$ cat config.mk
export PLATFORM = sky130hd
export DESIGN_NAME = game_state_ctrl_flat
export DESIGN_NICKNAME = d
export VERILOG_FILES = /design/src/rtl/frogger_pkg.sv /design/src/rtl/game_state_ctrl_if.sv /design/src/rtl/game_state_ctrl_edge_detect.sv /design/src/rtl/game_state_ctrl.sv /design/src/flat_wrapper.sv
export SDC_FILE = /design/constraint.sdc
export NUM_CORES = 1
export LEC_CHECK = 0
export ABC_CLOCK_PERIOD_IN_PS = 1500
export BUFFER_PORTS_ARGS = -buffer_cell sky130_fd_sc_hd__buf_2
export CORE_ASPECT_RATIO = 0.9
export CORE_UTILIZATION = 40
export DETAILED_ROUTE_END_ITERATION = 12
export HOLD_SLACK_MARGIN = 0.08
export PLACE_DENSITY_LB_ADDON = 0.05
export SLEW_MARGIN = 5
export SYNTH_ARGS = -nofsm -noshare
export SYNTH_HDL_FRONTEND = slang
export SYNTH_SLANG_ARGS = --single-unit
$ cat constraint.sdc
create_clock -name i_Clk -period 1.5 [get_ports i_Clk]
set_input_delay 0.225 -clock i_Clk [delete_from_list [all_inputs] [get_ports i_Clk]]
set_output_delay 0.225 -clock i_Clk [all_outputs]
set_load 0.01 [all_outputs]
$ cat src/rtl/frogger_pkg.sv
// Shared Frogger definitions: state encodings, datapath widths and default game tuning.
// Used by the game controller, its handshake interface and the score display.
package frogger_pkg;

   typedef enum logic [2:0] {
      ST_IDLE      = 3'b000,
      ST_RUNNING   = 3'b001,
      ST_HIT       = 3'b010,
      ST_GOAL      = 3'b011,
      ST_GAME_OVER = 3'b100,
      ST_WIN       = 3'b101
   } state_t;

   localparam int STATE_W = 3;
   localparam int FRAME_W = 6;
   localparam int SCORE_W = 7;
   localparam int LIVES_W = 3;

   localparam int DEF_SCORE_LIMIT = 99;
   localparam int DEF_START_LIVES = 3;
   localparam int DEF_HOLD_FRAMES = 30;

   // States from which a start press launches a fresh game.
   function automatic logic accepts_start(input state_t s);
      return (s == ST_IDLE) || (s == ST_GAME_OVER) || (s == ST_WIN);
   endfunction

endpackage

$ cat src/rtl/game_state_ctrl_if.sv
// Player/video-side inputs and game status outputs of the Frogger state controller.
// The master drives the game inputs; the slave (controller) drives the status.
interface game_state_ctrl_if;
   import frogger_pkg::*;

   logic               i_Game_Start;
   logic               i_Frame_Tick;
   logic               i_Collision;
   logic               i_Frog_At_Goal;
   logic [STATE_W-1:0] o_State;
   logic               o_Game_Active;
   logic [SCORE_W-1:0] o_Score;
   logic [LIVES_W-1:0] o_Lives;
   logic               o_Frog_Reset;

   modport master (
      output i_Game_Start, i_Frame_Tick, i_Collision, i_Frog_At_Goal,
      input  o_State, o_Game_Active, o_Score, o_Lives, o_Frog_Reset
   );

   modport slave (
      input  i_Game_Start, i_Frame_Tick, i_Collision, i_Frog_At_Goal,
      output o_State, o_Game_Active, o_Score, o_Lives, o_Frog_Reset
   );

endinterface

$ cat src/rtl/game_state_ctrl_edge_detect.sv
// Rising-edge detector against a registered copy of the level; one pulse per press.
// Reset loads the live level so a button held through reset produces no edge.
module edge_detect (
   input  logic clk,
   input  logic rst,
   input  logic level,
   output logic pulse
);

   logic level_q;

   always_ff @(posedge clk) begin
      if (rst) level_q <= level;
      else     level_q <= level;
   end

   assign pulse = level & ~level_q;

endmodule

$ cat src/rtl/game_state_ctrl.sv
// Frogger game flow controller: start/run/hit/goal/end states with score, lives
// and a frame-counted hold after each hit or goal. All outputs are registered.
module game_state_ctrl
   import frogger_pkg::*;
#(
   parameter int c_SCORE_LIMIT = DEF_SCORE_LIMIT,
   parameter int c_START_LIVES = DEF_START_LIVES,
   parameter int c_HOLD_FRAMES = DEF_HOLD_FRAMES
) (
   input logic              i_Clk,
   input logic              i_Rst,
   game_state_ctrl_if.slave bus
);

   localparam logic [SCORE_W-1:0] SCORE_MAX  = SCORE_W'(c_SCORE_LIMIT);
   localparam logic [LIVES_W-1:0] LIVES_INIT = LIVES_W'(c_START_LIVES);
   localparam logic [FRAME_W-1:0] HOLD_LAST  = FRAME_W'(c_HOLD_FRAMES - 1);

   state_t             state, state_nxt;
   logic [SCORE_W-1:0] score, score_nxt;
   logic [LIVES_W-1:0] lives, lives_nxt;
   logic [FRAME_W-1:0] frame_cnt, frame_cnt_nxt;
   logic               frog_reset, frog_reset_nxt;
   logic               game_active, game_active_nxt;
   logic               start_evt;
   logic               start_load;
   logic               hold_done;

   function automatic logic [SCORE_W-1:0] sat_inc_score(input logic [SCORE_W-1:0] s);
      return (s >= SCORE_MAX) ? SCORE_MAX : s + 1'b1;
   endfunction

   function automatic logic [LIVES_W-1:0] sat_dec_lives(input logic [LIVES_W-1:0] l);
      return (l == '0) ? '0 : l - 1'b1;
   endfunction

   edge_detect u_start_edge (
      .clk   (i_Clk),
      .rst   (i_Rst),
      .level (bus.i_Game_Start),
      .pulse (start_evt)
   );

   assign start_load = start_evt && accepts_start(state);
   // The tick that completes the hold is the exit cycle, not the one after it.
   assign hold_done  = bus.i_Frame_Tick && (frame_cnt == HOLD_LAST);

   always_ff @(posedge i_Clk) begin
      if (i_Rst) begin
         state       <= ST_IDLE;
         score       <= '0;
         lives       <= LIVES_INIT;
         frame_cnt   <= '0;
         frog_reset  <= 1'b0;
         game_active <= 1'b0;
      end else begin
         state       <= state_nxt;
         score       <= score_nxt;
         lives       <= lives_nxt;
         frame_cnt   <= frame_cnt_nxt;
         frog_reset  <= frog_reset_nxt;
         game_active <= game_active_nxt;
      end
   end

   always_comb begin
      state_nxt = state;
      case (state)
         ST_IDLE, ST_GAME_OVER, ST_WIN: begin
            if (start_load) state_nxt = ST_RUNNING;
         end
         ST_RUNNING: begin
            if (bus.i_Collision)         state_nxt = ST_HIT;
            else if (bus.i_Frog_At_Goal) state_nxt = ST_GOAL;
         end
         ST_HIT: begin
            if (hold_done) state_nxt = (lives == '0) ? ST_GAME_OVER : ST_RUNNING;
         end
         ST_GOAL: begin
            if (hold_done) state_nxt = (score == SCORE_MAX) ? ST_WIN : ST_RUNNING;
         end
         default: state_nxt = ST_IDLE;
      endcase
   end

   always_comb begin
      score_nxt     = score;
      lives_nxt     = lives;
      frame_cnt_nxt = frame_cnt;
      case (state)
         ST_IDLE, ST_GAME_OVER, ST_WIN: begin
            if (start_load) begin
               score_nxt     = '0;
               lives_nxt     = LIVES_INIT;
               frame_cnt_nxt = '0;
            end
         end
         ST_RUNNING: begin
            frame_cnt_nxt = '0;
            // Collision has priority; a simultaneous goal does not score.
            if (bus.i_Collision)         lives_nxt = sat_dec_lives(lives);
            else if (bus.i_Frog_At_Goal) score_nxt = sat_inc_score(score);
         end
         ST_HIT, ST_GOAL: begin
            if (hold_done)              frame_cnt_nxt = '0;
            else if (bus.i_Frame_Tick)  frame_cnt_nxt = frame_cnt + 1'b1;
         end
         default: frame_cnt_nxt = '0;
      endcase
      frog_reset_nxt  = (state_nxt == ST_RUNNING) && (state != ST_RUNNING);
      game_active_nxt = (state_nxt == ST_RUNNING);
   end

   assign bus.o_State       = state;
   assign bus.o_Game_Active = game_active;
   assign bus.o_Score       = score;
   assign bus.o_Lives       = lives;
   assign bus.o_Frog_Reset  = frog_reset;

endmodule

$ cat src/flat_wrapper.sv
// flat-port wrapper written by rule: the top's interface ports become plain ports
module game_state_ctrl_flat import frogger_pkg::*;
#(
   parameter int c_SCORE_LIMIT = DEF_SCORE_LIMIT,
   parameter int c_START_LIVES = DEF_START_LIVES,
   parameter int c_HOLD_FRAMES = DEF_HOLD_FRAMES
)
  (i_Clk, i_Rst, bus_i_Game_Start, bus_i_Frame_Tick, bus_i_Collision, bus_i_Frog_At_Goal, bus_o_State, bus_o_Game_Active, bus_o_Score, bus_o_Lives, bus_o_Frog_Reset);
  game_state_ctrl_if bus_i ();
  input logic i_Clk;
  input logic i_Rst;
  input wire logic [$bits(bus_i.i_Game_Start)-1:0] bus_i_Game_Start;
  input wire logic [$bits(bus_i.i_Frame_Tick)-1:0] bus_i_Frame_Tick;
  input wire logic [$bits(bus_i.i_Collision)-1:0] bus_i_Collision;
  input wire logic [$bits(bus_i.i_Frog_At_Goal)-1:0] bus_i_Frog_At_Goal;
  output wire logic [$bits(bus_i.o_State)-1:0] bus_o_State;
  output wire logic [$bits(bus_i.o_Game_Active)-1:0] bus_o_Game_Active;
  output wire logic [$bits(bus_i.o_Score)-1:0] bus_o_Score;
  output wire logic [$bits(bus_i.o_Lives)-1:0] bus_o_Lives;
  output wire logic [$bits(bus_i.o_Frog_Reset)-1:0] bus_o_Frog_Reset;
  assign bus_i.i_Game_Start = bus_i_Game_Start;
  assign bus_i.i_Frame_Tick = bus_i_Frame_Tick;
  assign bus_i.i_Collision = bus_i_Collision;
  assign bus_i.i_Frog_At_Goal = bus_i_Frog_At_Goal;
  assign bus_o_State = bus_i.o_State;
  assign bus_o_Game_Active = bus_i.o_Game_Active;
  assign bus_o_Score = bus_i.o_Score;
  assign bus_o_Lives = bus_i.o_Lives;
  assign bus_o_Frog_Reset = bus_i.o_Frog_Reset;
  game_state_ctrl #(.c_SCORE_LIMIT(c_SCORE_LIMIT), .c_START_LIVES(c_START_LIVES), .c_HOLD_FRAMES(c_HOLD_FRAMES)) u_core (.i_Clk(i_Clk), .i_Rst(i_Rst), .bus(bus_i));
endmodule
Word-level counts from Yosys, hierarchy flattened. Index checks and enable logic that the tools add are counted.

Logic and storage cells: 61. Bits of input ports: 6. Register bits after elaboration: 22. Output and inout port bits: 15.

Bitwise operators: 2. Muxes and demuxes: 21. Order comparisons: 1. $add $sub $neg: 3. Eq/ne operators: 14. Reduce and logical (&&, ||, !) cells: 13.

Operator list (count): $mux W3 (10); $mux W7 (4); $mux W6 (3); $pmux W7 S2 (1); $pmux W3 S4 (1); $pmux W6 S2 (1); $add A7 B1 Y7 const B (1); $eq A7 B7 Y1 const B (1); $ge A7 B7 Y1 const B (1); $add A6 B1 Y6 const B (1); $eq A3 B1 Y1 const B (2); $eq A3 B2 Y1 const B (2); $eq A3 B3 Y1 const B (2); $eq A6 B5 Y1 const B (1); $logic_not A3 Y1 (2); $ne A2 B2 Y1 const B (3); $pmux W3 S2 (1); $reduce_and A4 Y1 (1); $logic_and A1 B1 Y1 (3); $ne A3 B1 Y1 const B (1); $ne A3 B2 Y1 const B (1); $reduce_and A3 Y1 (1); $reduce_or A3 Y1 (1); $sub A3 B1 Y3 const B (1); other kinds (7) (8).

Longest topological paths before layout. Gate-level depths: netlist (run 1).

Word-level depth: 8. Depth in mapped cells: 6. Mapped depth without buffers: 6.

Modules after synthesis. From an unflattened synthesis (run 1), not the netlist that was laid out.

Cell total of the unflattened synthesis: 135. Area, all modules: 1124.8 um^2.

By module, submodules not included: game_state_ctrl (cells an instance 133, sequential area each 420.4 um^2, times used 1, area an instance 1091.0 um^2); edge_detect (cells an instance 2, sequential area each 20.0 um^2, times used 1, area an instance 33.8 um^2).

Worst setup path before layout (run 1). Ideal clock, no wire load.

Kind: reg-to-reg. Start: reg u_core.state[0] (netlist: u_core.bus.o_State[0]). End: reg u_core.score[5] (netlist: u_core.bus.o_Score[5]). Setup time: 74 ps. Stages on the path, launching flop included: 5. Path slack: -230 ps. Required time: 1426 ps. Arrival: 1656 ps. Buffers on the path: 0. Clock period less this slack: 1730 ps. Cells stage by stage: dfxtp_1 > or3b_4 > nor3b_4 > mux2_2 > o21ai_0.

Cells in the longest elaborated chain, start to end: 6. Elaborated cells between the ends (all ways): 14. Classes of those cells: eq/ne: 6; mux: 1; reduce/logical: 7.

RTL lines: start, declared (line game_state_ctrl.sv:19) `state_t state, state_nxt;`; start signal, assigned (line game_state_ctrl.sv:57) `state <= state_nxt;`; $eq A3 B3 Y1 or $logic_not A3 Y1 (tied branches) (line frogger_pkg.sv:25, game_state_ctrl.sv:90); $logic_or A1 B1 Y1 (2 in a row) (line frogger_pkg.sv:25) `return (s == ST_IDLE) || (s == ST_GAME_OVER) || (s == ST_WIN);`; $logic_and A1 B1 Y1 (line game_state_ctrl.sv:44) `assign start_load = start_evt && accepts_start(state);`; $ne A2 B1 Y1 (no source line); $reduce_and A4 Y1 (no source line); end signal, assigned (line game_state_ctrl.sv:58) `score <= score_nxt;`; end, declared (line game_state_ctrl.sv:20) `logic [SCORE_W-1:0] score, score_nxt;`.

Several ways; a longest one is shown, not always the timed one. A chain may end at the register's enable or synchronous reset.

Worst setup path after layout (run 1).
Start: reg u_core.state[2] (netlist: u_core.bus.o_State[2]). End: reg u_core.score[4] (netlist: u_core.bus.o_Score[4]).

The elaborated chain is that of the path after synthesis.

==> results of run 1 <==
-- layer usage --
layer | up-vias | wire length (µm)
met4 | 0 | 10
li1 | 631 | -
met1 | 602 | 1740
met3 | 2 | 136
met2 | 29 | 1550
met5 | - | 0
-- power by group --
part	internal, mW	total, mW	leakage [nW]	switching, mW
Sequential	0.605	0.626	0.183	0.0211
Combinational	0.169	0.333	0.551	0.163
Clock	0.104	0.291	0.0150	0.187
-- metrics by stage --
stage	power, mW	instance area, µm²	util (%)	TNS (ps)	hold WS [ps]
after global placement	0.868	1580	56.0	-524	352
after global routing	1.31	1960	69.6	-1270	202
final	1.25	1960	69.6	-454	208
after detailed placement	0.872	1580	56.0	-766	361
after CTS	1.19	1720	61.0	-387	162
after floorplan	0.761	1240	-	-60.8	253
-- final cells by class --
type / count / area (µm²)
Fill cell: 231 / 857
Timing Repair Buffer: 51 / 362
Sequential cell: 22 / 457
Inverter: 5 / 18.8
Clock buffer: 4 / 26.3
Tap cell: 40 / 50.0
Multi-Input combinational cell: 107 / 1040
-- registers in the layout, indices dropped and copies added, names as in the netlist --
signal,count
u_core.bus.o_Frog_Reset,1
u_core.bus.o_Game_Active,1
u_core.bus.o_Lives,3
u_core.bus.o_Score,7
u_core.bus.o_State,3
u_core.frame_cnt,6
u_core.u_start_edge.level_q,1
-- kinds of logic (layout without fill, tap and decap cells) --
logic type,count (synthesis),after routing,synth area share [%]
xor gates and xnor gates,2,2,1.44
buffers and inverters,8,60,2.56
DFF,22,22,36.1
AOI/OAI and AO/OA,38,38,22.6
adders and majority gates,3,3,3.08
and+or+nand+nor,62,62,32.5
muxes,2,2,1.74
-- path summary, 6_finish.rpt --
path	slack [ps]	endpoint	cells past startpoint
min reg2reg	520	u_core.frame_cnt[5]$_SDFFE_PP0P_	2
max reg2reg	-90	u_core.bus.o_Score[4]$_SDFFE_PP0P_	5
min	210	u_core.bus.o_State[2]$_SDFF_PP0_	2
max	-90	u_core.bus.o_Score[4]$_SDFFE_PP0P_	5
-- repair_timing --
action	4_1_cts	5_1_grt
hold buffers	1	0
endpoints found under the hold margin	1	0
pin swaps	13	11
setup buffers	1	3
resized for setup	21	42
endpoints found under the setup margin	18	20
-- layout by cell type (no fill, tap or decap), types with 3 or more instances in the layout --
cell type  netlist  routed
a21oi_1          6       3
a21oi_2          0       3
a32oi_2          0       3
and2_1           3       3
buf_2            1      20
buf_4            0      23
buf_6            0       7
clkbuf_4         0       3
dfxtp_1         22      15
dfxtp_2          0       4
dfxtp_4          0       3
inv_1            5       4
nand2_1          6       6
nand3_1          3       3
nor2_1           9       9
nor2b_1          7       6
nor3_1           8       6
nor4_2           0       3
o21ai_0          9       5
o21ai_2          1       3
o41ai_2          0       3
-- worst max-delay path: cells and delay by family (launching register included) --
family / cells / cell delay, ps
AO/OA/AOI/OAI: 2 / 300
buffers and inverters: 1 / 150
flip-flops: 1 / 380
AND/OR/NAND/NOR: 2 / 660
==> out/metrics.cfg, run 1 <==
[run_status]
outcome = finished with violations
violations = setup timing

[synth]
avgSynthCellArea_um2 = 8.90
syn_inst = 137
synth_commonest_cells = dfxtp_1, nor2_1, o21ai_0
synth-seq-area-share_pct = 36.1
synth_top_area_share_pct = 36.1
ys_async_sr_fraction_pct = 0
synth_warnings = 0
synthesis.nets = 146
yosys.area.top_type = dfxtp_1
synth_top_cells_by_area = dfxtp_1, o21ai_0, nor2b_1
synth_flop_cell = dfxtp_1
netlist_area_um2 = 1220
synth_most_common_cell = dfxtp_1
synth_edf_count = 0
yosysUniqueCellTypes = 50
ys_seq_elements = 22

[worst_setup_path]
crit_path_start = u_core.bus.o_State[2]$_SDFF_PP0_
crit_arrival_ps = 1810
cp-start-kind = flop
critPathSlowestCell = or3b_4
criticalPathCategory = flop to flop
cp-end-kind = flop
max_stage_delay_ps = 430
reg2reg_from = u_core.bus.o_State[2]$_SDFF_PP0_
required_ps = 1720
cp_max_fo = 6
crit_chain = or3b_4 > nor3b_4 > buf_6 > o21ai_4 > o41ai_2

[grt]
grt_use_total_pct = 21.4
antenna_found_initial = 0
grt_max_degree = 13
grtUsageMet1_pct = 31.9
met2_usage_pct = 32.1
overflow = 0
busiest_layer = met2
grt_pass1_wl_um = 5200
grt_pass1_vias = 1129
grtUsageMet3_pct = 4.26

[timing]
worstMarginPinSlew_ps = 417
final.min_clock_period_ps = 1590
setup_slack_ps = -88.7
period_share_pct = 106
slew_headroom_pct = 72.1
fin_skew_ps = 3.17
rsz0062_at_grt = yes
finalMaxSlewViolations = 0
setup_viol = 10
hold_violations = 0
fmax_mhz = 629

[finish]
stdcell_count = 229
nets = 199
drive_gt1_share_pct = 56.1
diodes = 0
area_growth_pct = 60.5

[floorplan]
rows = 18
pin_count = 21
initial_core_util_pct = 43.3
dieArea_um2 = 3270
core-area_um2 = 2820
die_h_um = 54.4
die-width_um = 60.2

[hold_path]
hold_path.class = input port to flop
min_from = i_Rst

[drt]
routed_wl_um = 3440
via_per_inst = 5.52
antenna_left = 0
first_iter_violations = 45
dr.pass1.iters = 4
drcViolationCount = 0
route.detailed.wl_per_inst_um = 15.0
num_vias = 1264

[cts]
clock_latency_ps = 310
cts.reportedPaths.clkPinSlew_ps = 120
root_buffer = clkbuf_4
h-tree-depth = 1
cts_buffers = 3
ctsLongestPathBuffers = 2
clock_sinks = 22
cts_tree = yes

[placed_design]
io_buffers = 20
post-place-ws_ps = -147
dp_cells = 221
dp_hpwl_um = 2400
place_congestion = 0.861

[pwr]
powerDensity_nw_per_um2 = 638
ir_drop_mv = 0.581
leakage_nw = 0.749

[job]
drv_cap = 0

Power figures use the tool's default switching activity.
==> inputs of run 2 (changes only) <==
--- a/config.mk
+++ b/config.mk
@@ -7,7 +7,7 @@
 export LEC_CHECK = 0
 export ABC_CLOCK_PERIOD_IN_PS = 1500
 export BUFFER_PORTS_ARGS = -buffer_cell sky130_fd_sc_hd__buf_2
-export CORE_ASPECT_RATIO = 0.9
+export CORE_ASPECT_RATIO = 2
 export CORE_UTILIZATION = 40
 export DETAILED_ROUTE_END_ITERATION = 12
 export HOLD_SLACK_MARGIN = 0.08
==> run 2 against run 1 <==
The flow still finishes with violations (setup timing). Critical path depth unchanged. Count of clock-buffer cells in the layout unchanged. Worst hold slack improved by 180 ps. First-iteration DRC count decreased by 62%. Via count increased by 2.9%. Non-clock buffer count increased by 9. Sequential share of layout area increased by 0.16 points. Cell count decreased by 0.44%. Total power increased by 10%. Highest routed layer unchanged. Sequential power decreased by 0.8%. Sequential cell count unchanged. Clock skew about the same.
==> out/metrics.cfg, run 2 (same netlist as run 1, synthesis figures left out) <==
[worst_setup_path]
max_stage_delay_ps = 420
reg2reg_depth = 5
cpLargestDelayFamily = simple AND/OR/NAND/NOR gates
crit_arrival_ps = 1810
cp_num_buf_inv = 1
cp_max_fo = 5
reg2reg_from = u_core.bus.o_State[1]$_SDFF_PP0_
required_ps = 1700
cp-start-kind = flop
crit_chain = or3b_4 > nor3b_4 > buf_4 > mux2_4 > o21ai_2
r2r_slack_ps = -110
r2r_end = u_core.bus.o_Score[5]$_SDFFE_PP0P_
criticalPathCategory = flop to flop
cp-end-kind = flop
critPathSlowestCell = or3b_4

[finish]
nets = 208
layout_commonest_cell = buf_4
mostFrequentLayoutCells = buf_4, buf_2, dfxtp_1, nor2_1, nor3_1
drive_gt1_share_pct = 51.0
largest_reg_flops = 7
multiInputGateArea_um2 = 938
diodes = 0
regArea_um2 = 452
nFillCells = 267
area_growth_pct = 57.6

[timing]
slew_headroom_pct = 74.7
fmax_mhz = 622
finalMaxSlewViolations = 0
setup_slack_ps = -107
holdWs_ps = 388
final.min_clock_period_ps = 1610
rsz0062_at_grt = yes
worstMarginPinSlew_ps = 379
fin_skew_ps = 3.40
period_share_pct = 107
hold_violations = 0
setup_viol = 11

[grt]
grt_pass1_vias = 1291
antenna_found_initial = 0
grt_max_degree = 18
grt_pass1_wl_um = 5710
overflow = 0
grt_use_total_pct = 25.6

[floorplan]
die_h_um = 80.1
pin_count = 21
core-area_um2 = 2940
initial_core_util_pct = 41.5
rows = 28
dieArea_um2 = 3290
die-width_um = 41.1

[drt]
routed_wl_um = 3790
num_vias = 1301
antenna_left = 0
route.detailed.wl_per_inst_um = 16.6
drcViolationCount = 0
via_per_inst = 5.71
dr.pass1.iters = 4
first_iter_violations = 17

[cts]
clock_sinks = 22
ctsLongestPathBuffers = 2
cts.reportedPaths.clkPinSlew_ps = 80
cts_buffers = 3
h-tree-depth = 1
cts_tree = yes
clock_latency_ps = 260
root_buffer = clkbuf_8

[placed_design]
post-place-ws_ps = -140
dp_hpwl_um = 2850
io_buffers = 20
place_congestion = 0.758

[hold_path]
hold_path.class = input port to flop
whs_path_depth = 3
worstHoldEndpoint = u_core.bus.o_State[2]$_SDFF_PP0_
min_from = i_Rst

[job]
drv_cap = 0

[pwr]
ir_drop_mv = 0.568
power_mw = 1.38
leakage_nw = 0.787
powerDensity_nw_per_um2 = 716

[run_status]
violations = setup timing
outcome = finished with violations

==> run 2: cell count changes in the layout (fill, tap and decap cells not counted), moves of 2 or more <==
cell,previous run,this run
a32oi_1,0,3
a32oi_2,3,0
buf_4,23,34
buf_6,7,5
clkbuf_4,3,0
clkbuf_8,0,4
dfxtp_1,15,17
nor3_1,6,8
nor3_2,2,0
nor4_1,0,2
nor4_2,3,0
==> run 2: worst min-delay path, delay by kind of cell <==
family	cells	cell delay, ps
buf+inv	2	320
simple gates	1	70
==> run 2: how the worst max path moves through the flow <==
stage / to / start / depth (start not counted)
final: u_core.bus.o_Score[5]$_SDFFE_PP0P_ / u_core.bus.o_State[1]$_SDFF_PP0_ / 5
after global routing: u_core.bus.o_Score[5]$_SDFFE_PP0P_ / u_core.bus.o_State[0]$_SDFF_PP0_ / 5
after CTS: u_core.bus.o_Score[6]$_SDFFE_PP0P_ / u_core.bus.o_State[1]$_SDFF_PP0_ / 5
after detailed placement: u_core.bus.o_Score[5]$_SDFFE_PP0P_ / u_core.bus.o_State[2]$_SDFF_PP0_ / 4
after global placement: u_core.bus.o_Score[3]$_SDFFE_PP0P_ / u_core.bus.o_State[1]$_SDFF_PP0_ / 5
after floorplan: u_core.bus.o_Score[5]$_SDFFE_PP0P_ / u_core.bus.o_State[2]$_SDFF_PP0_ / 4
==> run 2: stage by stage <==
| stage | setup TNS [ps] | cells | utilization [%] | cell area (µm²) |
|---|---|---|---|---|
| after CTS | -849 | 222 | 60.6 | 1780 |
| after detailed placement | -1570 | 215 | 54.2 | 1600 |
| after global placement | -1260 | 215 | 54.2 | 1600 |
| after global routing | -1360 | 228 | 65.3 | 1920 |
| after floorplan | -60.8 | 137 | - | 1240 |
| final | -511 | 228 | 65.3 | 1920 |
==> run 2: what timing repair did <==
action | in CTS | in global routing
hold buffers | 1 | 0
setup endpoints to repair | 19 | 20
resized for setup | 24 | 18
setup buffers | 3 | 6
endpoints found under the hold margin | 1 | 0
pin swaps | 9 | 12
==> run 2: layer usage <==
metal / share of wire, % / global-route usage [%] / routed length [µm] / up-vias
li1: - / - / - / 651
met1: 33 / 22.1 / 1270 / 628
met2: 63 / 50.2 / 2380 / 16
met3: 1.2 / 1.66 / 46 / 6
met4: 2.7 / 12.3 / 101 / 0
met5: 0 / 0 / 0 / -
==> run 2: layout make-up <==
cell class                 count  share of cell area (%)
multi-input combinational    107                    48.8
inverter                       5                   0.976
tap                           30                    1.95
clock buffer                   4                    2.86
timing repair buffer          60                    21.9
sequential                    22                    23.5
==> run 2: power by group <==
group | switching [mW] | total, mW | leakage [nW] | internal, mW
Sequential | 0.0166 | 0.621 | 0.181 | 0.604
Clock | 0.197 | 0.432 | 0.0288 | 0.234
Combinational | 0.156 | 0.325 | 0.577 | 0.169
Total | 0.370 | 1.38 | 0.787 | 1.01
